File: src/rtl/alu_seq.sv
// Sequential multiply/divide unit: shift-add MUL, restoring DIVU/REMU (signed DIV/REM with ALU_SEQ_SIGNED_EN).
// Latency: MUL 33 cycles, divide 65 (66 signed), zero divisor 1 cycle from accept to resp_valid.
// Backpressure: single request in flight; req_ready only in IDLE, result held in DONE until resp_ready.
module alu_seq #(
    parameter int WIDTH = 32
) (
    input  logic             clk,
    input  logic             rst,
    input  logic             req_valid,
    output logic             req_ready,
    input  logic [2:0]       req_op,
    input  logic [WIDTH-1:0] req_a,
    input  logic [WIDTH-1:0] req_b,
    output logic             resp_valid,
    input  logic             resp_ready,
    output logic [WIDTH-1:0] resp_data,
    output logic [WIDTH-1:0] alu_a,
    output logic [WIDTH-1:0] alu_b,
    output logic [3:0]       alu_ctr,
    input  logic [WIDTH-1:0] alu_y,
    input  logic             alu_less,
    output logic             busy
);

    localparam int             CW   = $clog2(WIDTH);
    localparam logic [CW-1:0]  LAST = CW'(WIDTH - 1);

    localparam logic [3:0] CTR_ADD = 4'b0000;
    localparam logic [3:0] CTR_SUB = 4'b1000;
    localparam logic [3:0] CTR_LTU = 4'b1011;

    typedef enum logic [2:0] {
        IDLE,
        MUL_STEP,
        DIV_CMP,
        DIV_SUB,
        DONE
`ifdef ALU_SEQ_SIGNED_EN
        , FIX
`endif
    } state_t;

    state_t state, state_nxt;

    logic [WIDTH-1:0] acc;      // running product
    logic [WIDTH-1:0] mcand;    // multiplicand, shifted left each step
    logic [WIDTH-1:0] mplier;   // multiplier, shifted right each step
    logic [WIDTH-1:0] dvd;      // dividend, shifted left so the next bit is at the MSB
    logic [WIDTH-1:0] dvs;      // divisor
    logic [WIDTH-1:0] rem;      // partial remainder
    logic [WIDTH-1:0] quo;      // quotient bits collected MSB first
    logic [WIDTH-1:0] res;      // result presented in DONE
    logic [CW-1:0]    cnt;      // step / iteration counter
    logic             lt;       // shifted remainder below divisor
    logic             want_rem;

    logic             is_mul;
    logic             is_rem;
    logic [WIDTH-1:0] a_mag;
    logic [WIDTH-1:0] b_mag;
    logic [WIDTH-1:0] rem_s;
    logic [WIDTH-1:0] rem_nxt;
    logic [WIDTH-1:0] quo_nxt;

`ifdef ALU_SEQ_SIGNED_EN
    logic             is_sgn;
    logic             sgn_op;   // operation needs the sign fix-up cycle
    logic             neg_res;  // fix-up negates the unsigned result

    assign is_sgn = (req_op == 3'b011) || (req_op == 3'b100);
    assign a_mag  = (is_sgn && req_a[WIDTH-1]) ? -req_a : req_a;
    assign b_mag  = (is_sgn && req_b[WIDTH-1]) ? -req_b : req_b;
`else
    assign a_mag  = req_a;
    assign b_mag  = req_b;
`endif

    // Op decode: 001/011 quotient, 010/100 remainder, everything else multiplies.
    always_comb begin
        is_mul = 1'b0;
        is_rem = 1'b0;
        case (req_op)
            3'b001, 3'b011: is_mul = 1'b0;
            3'b010, 3'b100: is_rem = 1'b1;
            default:        is_mul = 1'b1;
        endcase
    end

    // The ALU only sees 32 bits of the shifted remainder; a set rem MSB means the true
    // 33-bit value already exceeds any divisor, so lt is forced low and the wrapped
    // subtraction result is still the exact difference.
    assign rem_s   = {rem[WIDTH-2:0], dvd[WIDTH-1]};
    assign rem_nxt = lt ? rem_s : alu_y;
    assign quo_nxt = {quo[WIDTH-2:0], ~lt};

    // State register.
    always_ff @(posedge clk) begin
        if (rst) begin
            state <= IDLE;
        end else begin
            state <= state_nxt;
        end
    end

    // Datapath registers: latch on accept, iterate in the step states.
    always_ff @(posedge clk) begin
        if (rst) begin
            acc      <= '0;
            mcand    <= '0;
            mplier   <= '0;
            dvd      <= '0;
            dvs      <= '0;
            rem      <= '0;
            quo      <= '0;
            res      <= '0;
            cnt      <= '0;
            lt       <= 1'b0;
            want_rem <= 1'b0;
`ifdef ALU_SEQ_SIGNED_EN
            sgn_op   <= 1'b0;
            neg_res  <= 1'b0;
`endif
        end else begin
            case (state)
                IDLE: begin
                    if (req_valid) begin
                        acc      <= '0;
                        rem      <= '0;
                        quo      <= '0;
                        cnt      <= '0;
                        lt       <= 1'b0;
                        mcand    <= req_a;
                        mplier   <= req_b;
                        dvd      <= a_mag;
                        dvs      <= b_mag;
                        want_rem <= is_rem;
                        // A zero divisor finishes immediately with all-ones / dividend.
                        if (!is_mul && (req_b == '0)) begin
                            res <= is_rem ? req_a : '1;
                        end else begin
                            res <= '0;
                        end
`ifdef ALU_SEQ_SIGNED_EN
                        sgn_op  <= is_sgn && (req_b != '0);
                        neg_res <= is_rem ? req_a[WIDTH-1]
                                          : (req_a[WIDTH-1] ^ req_b[WIDTH-1]);
`endif
                    end
                end
                MUL_STEP: begin
                    acc    <= alu_y;
                    mcand  <= mcand << 1;
                    mplier <= mplier >> 1;
                    cnt    <= cnt + 1'b1;
                    if (cnt == LAST) begin
                        res <= alu_y;
                    end
                end
                DIV_CMP: begin
                    lt <= alu_less & ~rem[WIDTH-1];
                end
                DIV_SUB: begin
                    rem <= rem_nxt;
                    quo <= quo_nxt;
                    dvd <= dvd << 1;
                    cnt <= cnt + 1'b1;
                    if (cnt == LAST) begin
                        res <= want_rem ? rem_nxt : quo_nxt;
                    end
                end
`ifdef ALU_SEQ_SIGNED_EN
                FIX: begin
                    if (neg_res) begin
                        res <= -res;
                    end
                end
`endif
                default: begin
                end
            endcase
        end
    end

    // Next-state logic and ALU / handshake outputs.
    always_comb begin
        state_nxt  = state;
        req_ready  = 1'b0;
        resp_valid = 1'b0;
        busy       = 1'b1;
        alu_a      = '0;
        alu_b      = '0;
        alu_ctr    = CTR_ADD;
        case (state)
            IDLE: begin
                req_ready = 1'b1;
                busy      = 1'b0;
                if (req_valid) begin
                    if (is_mul) begin
                        state_nxt = MUL_STEP;
                    end else if (req_b == '0) begin
                        state_nxt = DONE;
                    end else begin
                        state_nxt = DIV_CMP;
                    end
                end
            end
            MUL_STEP: begin
                alu_a   = acc;
                alu_b   = mplier[0] ? mcand : '0;
                alu_ctr = CTR_ADD;
                if (cnt == LAST) begin
                    state_nxt = DONE;
                end
            end
            DIV_CMP: begin
                alu_a     = rem_s;
                alu_b     = dvs;
                alu_ctr   = CTR_LTU;
                state_nxt = DIV_SUB;
            end
            DIV_SUB: begin
                alu_a   = rem_s;
                alu_b   = dvs;
                alu_ctr = CTR_SUB;
                if (cnt == LAST) begin
`ifdef ALU_SEQ_SIGNED_EN
                    state_nxt = sgn_op ? FIX : DONE;
`else
                    state_nxt = DONE;
`endif
                end else begin
                    state_nxt = DIV_CMP;
                end
            end
`ifdef ALU_SEQ_SIGNED_EN
            FIX: begin
                state_nxt = DONE;
            end
`endif
            DONE: begin
                resp_valid = 1'b1;
                if (resp_ready) begin
                    state_nxt = IDLE;
                end
            end
            default: begin
                state_nxt = IDLE;
            end
        endcase
    end

    assign resp_data = res;

endmodule

File: config.mk
export PLATFORM = sky130hd
export DESIGN_NAME = alu_seq
export DESIGN_NICKNAME = d
export VERILOG_FILES = /design/src/rtl/alu_seq.sv
export SDC_FILE = /design/constraint.sdc
export NUM_CORES = 1
export LEC_CHECK = 0
export CORE_MARGIN = 3
export CORE_UTILIZATION = 40
export CTS_CLUSTER_DIAMETER = 100
export DETAILED_ROUTE_END_ITERATION = 6
export PLACE_DENSITY_LB_ADDON = 0.3
export SYNTH_ARGS = -nofsm -noshare
export SYNTH_HDL_FRONTEND = slang
export SYNTH_SLANG_ARGS = --single-unit
File: constraint.sdc
create_clock -name clk -period 3.25 [get_ports clk]
set_input_delay 0.65 -clock clk [delete_from_list [all_inputs] [get_ports clk]]
set_output_delay 0.65 -clock clk [all_outputs]
set_load 0.02 [all_outputs]
# Word-level counts from Yosys, hierarchy flattened
# Index checks and enable logic that the tools add are counted.
# totals
ff_bits,265
inputBits,104
out_inout_bits,103
# classes
addsub,1
n_eq_ne,13
n_mux,36
bitwise,3
n_reduce_logical,19
# ops
op,count
$pmux W32 S2,7
$mux W32,11
$pmux W32 S3,1
$pmux W31 S2,1
$logic_not A32 Y1,1
$mux W3,6
$pmux W3 S5,1
$eq A3 B2 Y1 const B,4
$pmux W5 S2,1
$reduce_and A2 Y1,5
$ne A2 B2 Y1 const B,4
$pmux W4 S2,1
$reduce_bool A2 Y1,4
$eq A3 B1 Y1 const B,2
$eq A3 B3 Y1 const B,2
$reduce_or A2 Y1,3
$add A5 B1 Y5 const B,1
$eq A5 B5 Y1 const B,1
$mux W1,5
$mux W5,1
$reduce_and A4 Y1,1
$reduce_or A4 Y1,1
$logic_not A3 Y1,1
$reduce_and A3 Y1,1
other kinds (5),6

# Logic depth before layout (Yosys ltp)
# Gate-level depths: netlist of run 1.
# logic_depth
word_depth,7
ltp_mapped,8
depth_no_buf,7

# Worst setup path after synthesis of run 1
# No wires, ideal clock.
# synth_path
path_kind,register -> output
from,register state[2]
to,output alu_a[22]
arrival_ns,1.718
required_ns,2.600
setup_slack_ns,0.882
path_stages_with_launch,7
path_buffers,3
cell_sequence,dfxtp_1 > buf_2 > nand2b_1 > inv_1 > clkbuf_1 > clkbuf_1 > a22o_1
# synth_between
elab_chain_len,3
elab_cells_between_ends,5
classes_between,eq/ne (3); mux (1); reduce/logical (1)
# synth_lines
item,line_no,rtl
"start, declared",43,"state_t state, state_nxt;"
"start signal, assigned",101,state <= state_nxt;
$eq A3 B2 Y1,193,case (state)
$reduce_or A2 Y1 (no source line),n/a,
$pmux W32 S2 (*),193,
"end, declared",17,"output logic [WIDTH-1:0] alu_a,"
# Every way passes the cells marked *; elsewhere a longest branch is shown, timed or not.

# Final worst setup path of run 1
# layout_path
from,register state[2]
to,output alu_a[4]
# Same word-level chain as after synthesis.

==> results of run 1 <==
through the flow:
step | instances | instance area (um^2) | hold WS (ps)
detailed placement | 1921 | 14100 | 448
finish | 1979 | 15200 | 455
global route | 1979 | 15200 | 473
CTS | 1978 | 15200 | 456
floorplan | 1444 | 11800 | 437
global placement | 1921 | 14100 | 444
worst register-to-register path, cell delays in order, from the launching register on:
cell      delay (ps)
dfxtp_2          440
nand2b_4         210
nor2_4            60
buf_4            140
buf_4            190
buf_4            350
nor2_4           200
buf_4            580
nand2_1          240
a31oi_1          180
worst max path at each step:
| stage | startpoint | endpoint | slack (ps) | cells after the start |
|---|---|---|---|---|
| 2_1_floorplan | state[2] | alu_a[22] | 880 | 6 |
| 6_report | state[2] | alu_a[4] | 180 | 6 |
| 3_3_place_gp | state[0] | alu_b[29] | 430 | 6 |
| 5_1_grt | state[2] | alu_a[6] | 80 | 5 |
| 3_5_place_dp | state[0] | alu_b[11] | 400 | 6 |
| 4_1_cts | state[2] | alu_a[3] | 1 | 6 |
cell families (layout without fill, tap and decap cells):
kind of cell | Yosys count | count (layout) | synth area share
muxes | 32 | 32 | 0.0271
DFF | 265 | 265 | 0.449
and+or+nand+nor | 565 | 565 | 0.191
other | 1 | 2 | 0.000318
adders and majority gates | 2 | 2 | 0.00212
buffers and inverters | 143 | 293 | 0.0547
AOI/OAI and AO/OA | 433 | 433 | 0.273
xor gates and xnor gates | 3 | 3 | 0.00223
sequential cells by signal (all words and copies together), names as in the netlist:
| name | count |
|---|---|
| acc | 32 |
| cnt | 5 |
| dvd | 32 |
| dvs | 32 |
| lt | 1 |
| mcand | 32 |
| mplier | 32 |
| quo | 31 |
| rem | 32 |
| resp_data | 32 |
| state | 3 |
| want_rem | 1 |
where the power goes:
group	internal, uW	switching, uW
clock	2130	1380
combinational	589	972
sequential	3480	156
total	6200	2510
layout make-up:
| class | count | area [um^2] |
|---|---|---|
| Tap cell | 384 | 480 |
| Clock inverter | 18 | 235 |
| Multi-Input combinational cell | 1036 | 5910 |
| Inverter | 3 | 16.3 |
| Sequential cell | 265 | 5310 |
| Timing Repair Buffer | 237 | 2450 |
| Antenna cell | 1 | 2.50 |
| Clock buffer | 35 | 788 |
| Fill cell | 2734 | 13700 |
repair_timing:
| item | CTS | global route |
|---|---|---|
| resized for setup | 47 | 12 |
| setup endpoints to repair | 64 | 21 |
| setup buffers | 3 | 0 |
| gates cloned | 1 | 0 |
metal layers:
metal | GRT usage | up-vias | share of wire | wire, um
met5 | 0 | - | 0.00036 | 13
met1 | 0.313 | 5275 | 0.47 | 16800
met2 | 0.344 | 304 | 0.45 | 16300
li1 | - | 5394 | - | -
met4 | 0.0622 | 2 | 0.027 | 961
met3 | 0.0323 | 64 | 0.055 | 1980
cell usage in the layout (no fill, tap or decap), types with 3 or more instances in the layout:
| cell | netlist | layout |
|---|---|---|
| o211ai_2 | 29 | 29 |
| nand3_1 | 33 | 33 |
| a22o_1 | 64 | 64 |
| a221oi_1 | 32 | 32 |
| dfxtp_1 | 265 | 260 |
| nor4_1 | 8 | 8 |
| dlygate4sd2_1 | 0 | 43 |
| clkinv_2 | 0 | 7 |
| nor2_4 | 0 | 4 |
| a211oi_2 | 29 | 29 |
| a211oi_1 | 5 | 5 |
| nand2_1 | 326 | 324 |
| clkbuf_8 | 0 | 5 |
| buf_4 | 3 | 18 |
| nand3b_1 | 3 | 3 |
| o21ai_0 | 4 | 4 |
| clkinv_4 | 0 | 3 |
| clkdlybuf4s50_1 | 0 | 152 |
| buf_12 | 0 | 13 |
| bufinv_16 | 0 | 5 |
| o211ai_1 | 3 | 3 |
| a22oi_1 | 32 | 32 |
| clkbuf_16 | 0 | 29 |
| nor2_1 | 177 | 173 |
| a21oi_1 | 107 | 106 |
| a31oi_1 | 126 | 126 |
| dfxtp_2 | 0 | 5 |
| mux2i_1 | 32 | 32 |
| dlymetal6s2s_1 | 0 | 9 |
==> flow_summary.toml, run 1 <==
[detailed_routing]
vias = 11000
drt-pass1-iter-count = 5
drtIter0Drc = 917
drt_wl_total_mm = 36.1
wl_per_cell_um = 18.2
antenna_left = 0
routed_via_density = 5.58
drc = 0

[logic_synthesis]
synthTopCellsByArea = "dfxtp_1, nand2_1, a31oi_1, nor2_1, a22o_1"
synthFlopType = "dfxtp_1"
synthTopCellsByCount = "nand2_1, dfxtp_1, nor2_1"
syn-instance-count = 1444
avgSynthCellArea_um2 = 8.18
syn_area_um2 = 11800
ys_ff_latch = 265
seq_area_frac_synth = 0.449
ys_warn_count = 0
synth_async_sr_flop_share = 0
synth_edf_count = 0
post-synth-top-area-cell = "dfxtp_1"
synth_top_cell_area_share = 0.449
synth_nets = 1550
yosysMostFrequentCell = "nand2_1"
ys_types = 41

[power]
total_power_uw = 8710
cellLeakagePower_uw = 0.00559
power_density_nw_per_um2 = 573
ir_drop_mv = 0.338

[sta]
fin_skew_ps = 18.0
tightest_slew_ps = 798
slew_viol_final = 0
clock.fmax_mhz = 326
fin_crit_sh = 0.944
hold_violations = 0
finalSetupViolCount = 0
tns_ps = 0
worst_slack_ps = 182
layout_min_cycle_time_ps = 3070
rsz0062_at_grt = "no"
relSlewSlack = 0.468

[critical_path]
crit_slowest_cell = "clkdlybuf4s50_1"
cp.arrival_ps = 2420
rr_endpoint = "mplier[13]"
cpMostUsedCell = "buf_12"
critPathKind = "reg2out"
r2r_start = "state[2]"
endpoint_kind = "output port"
critPathMaxFanout = 38
rrSetupSlack_ps = 570
reg2regPathDepth = 9
cp_slowest_stage_delay_ps = 600
crit_chain = "nand2b_4 > nor2_4 > buf_12 > buf_12 > a22o_1 > clkdlybuf4s50_1"
path_buf_inv = 3
cp_data_required_time_ps = 2600
worstSetupStartpointType = "flop"
crit_family = "buffers and inverters"

[cells_and_area]
area_growth_pct = 28.7
fin_nets = 1678
drive_gt1_frac = 0.101
fin_util = 0.525

[hold_path]
min_path_cells = 2
hold_path_end = "dvs[17]"
hold_class = "reg2reg"
min-delay-start = "dvs[17]"

[clock_network]
cts_hold_buf = 0
cts_tree = "built"
clock_latency_ps = 540
htree_levels = 1
cts_buffers = 29
root_buffer = "clkbuf_16"
cts_max_path_buffers = 3
cts.clk_slew.worst_paths_ps = 70
clock_sinks = 265

[flow_run]
maxCapViolations = 0

[run_status]
outcome = "completed"

[die]
start_util = 0.408
die_y_um = 178
dieArea_um2 = 31600
num_io_pins = 207
fp.dieW_um = 178
row_count = 62
core_area_um2 = 28900

[place]
dp_worst_setup_slack_ps = 397
place.gp.congestion = 0.839
numPortBuffers = 205
hpwl_mm = 23.9

[global_routing]
grt_pass1_vias = 10400
antenna_found_initial = 2
gr-total-overflow = 0
grt_max_degree = 97
grtUsageTotal = 0.219
grt_pass1_wl_mm = 56.9
Note: power is estimated with default switching activity, not from simulation.
==> run 2: changes to the inputs <==
Settings changed: SLEW_MARGIN from default to 30.
==> results of run 2 <==
Final layout, timing and power as in run 1 (identical DEF).
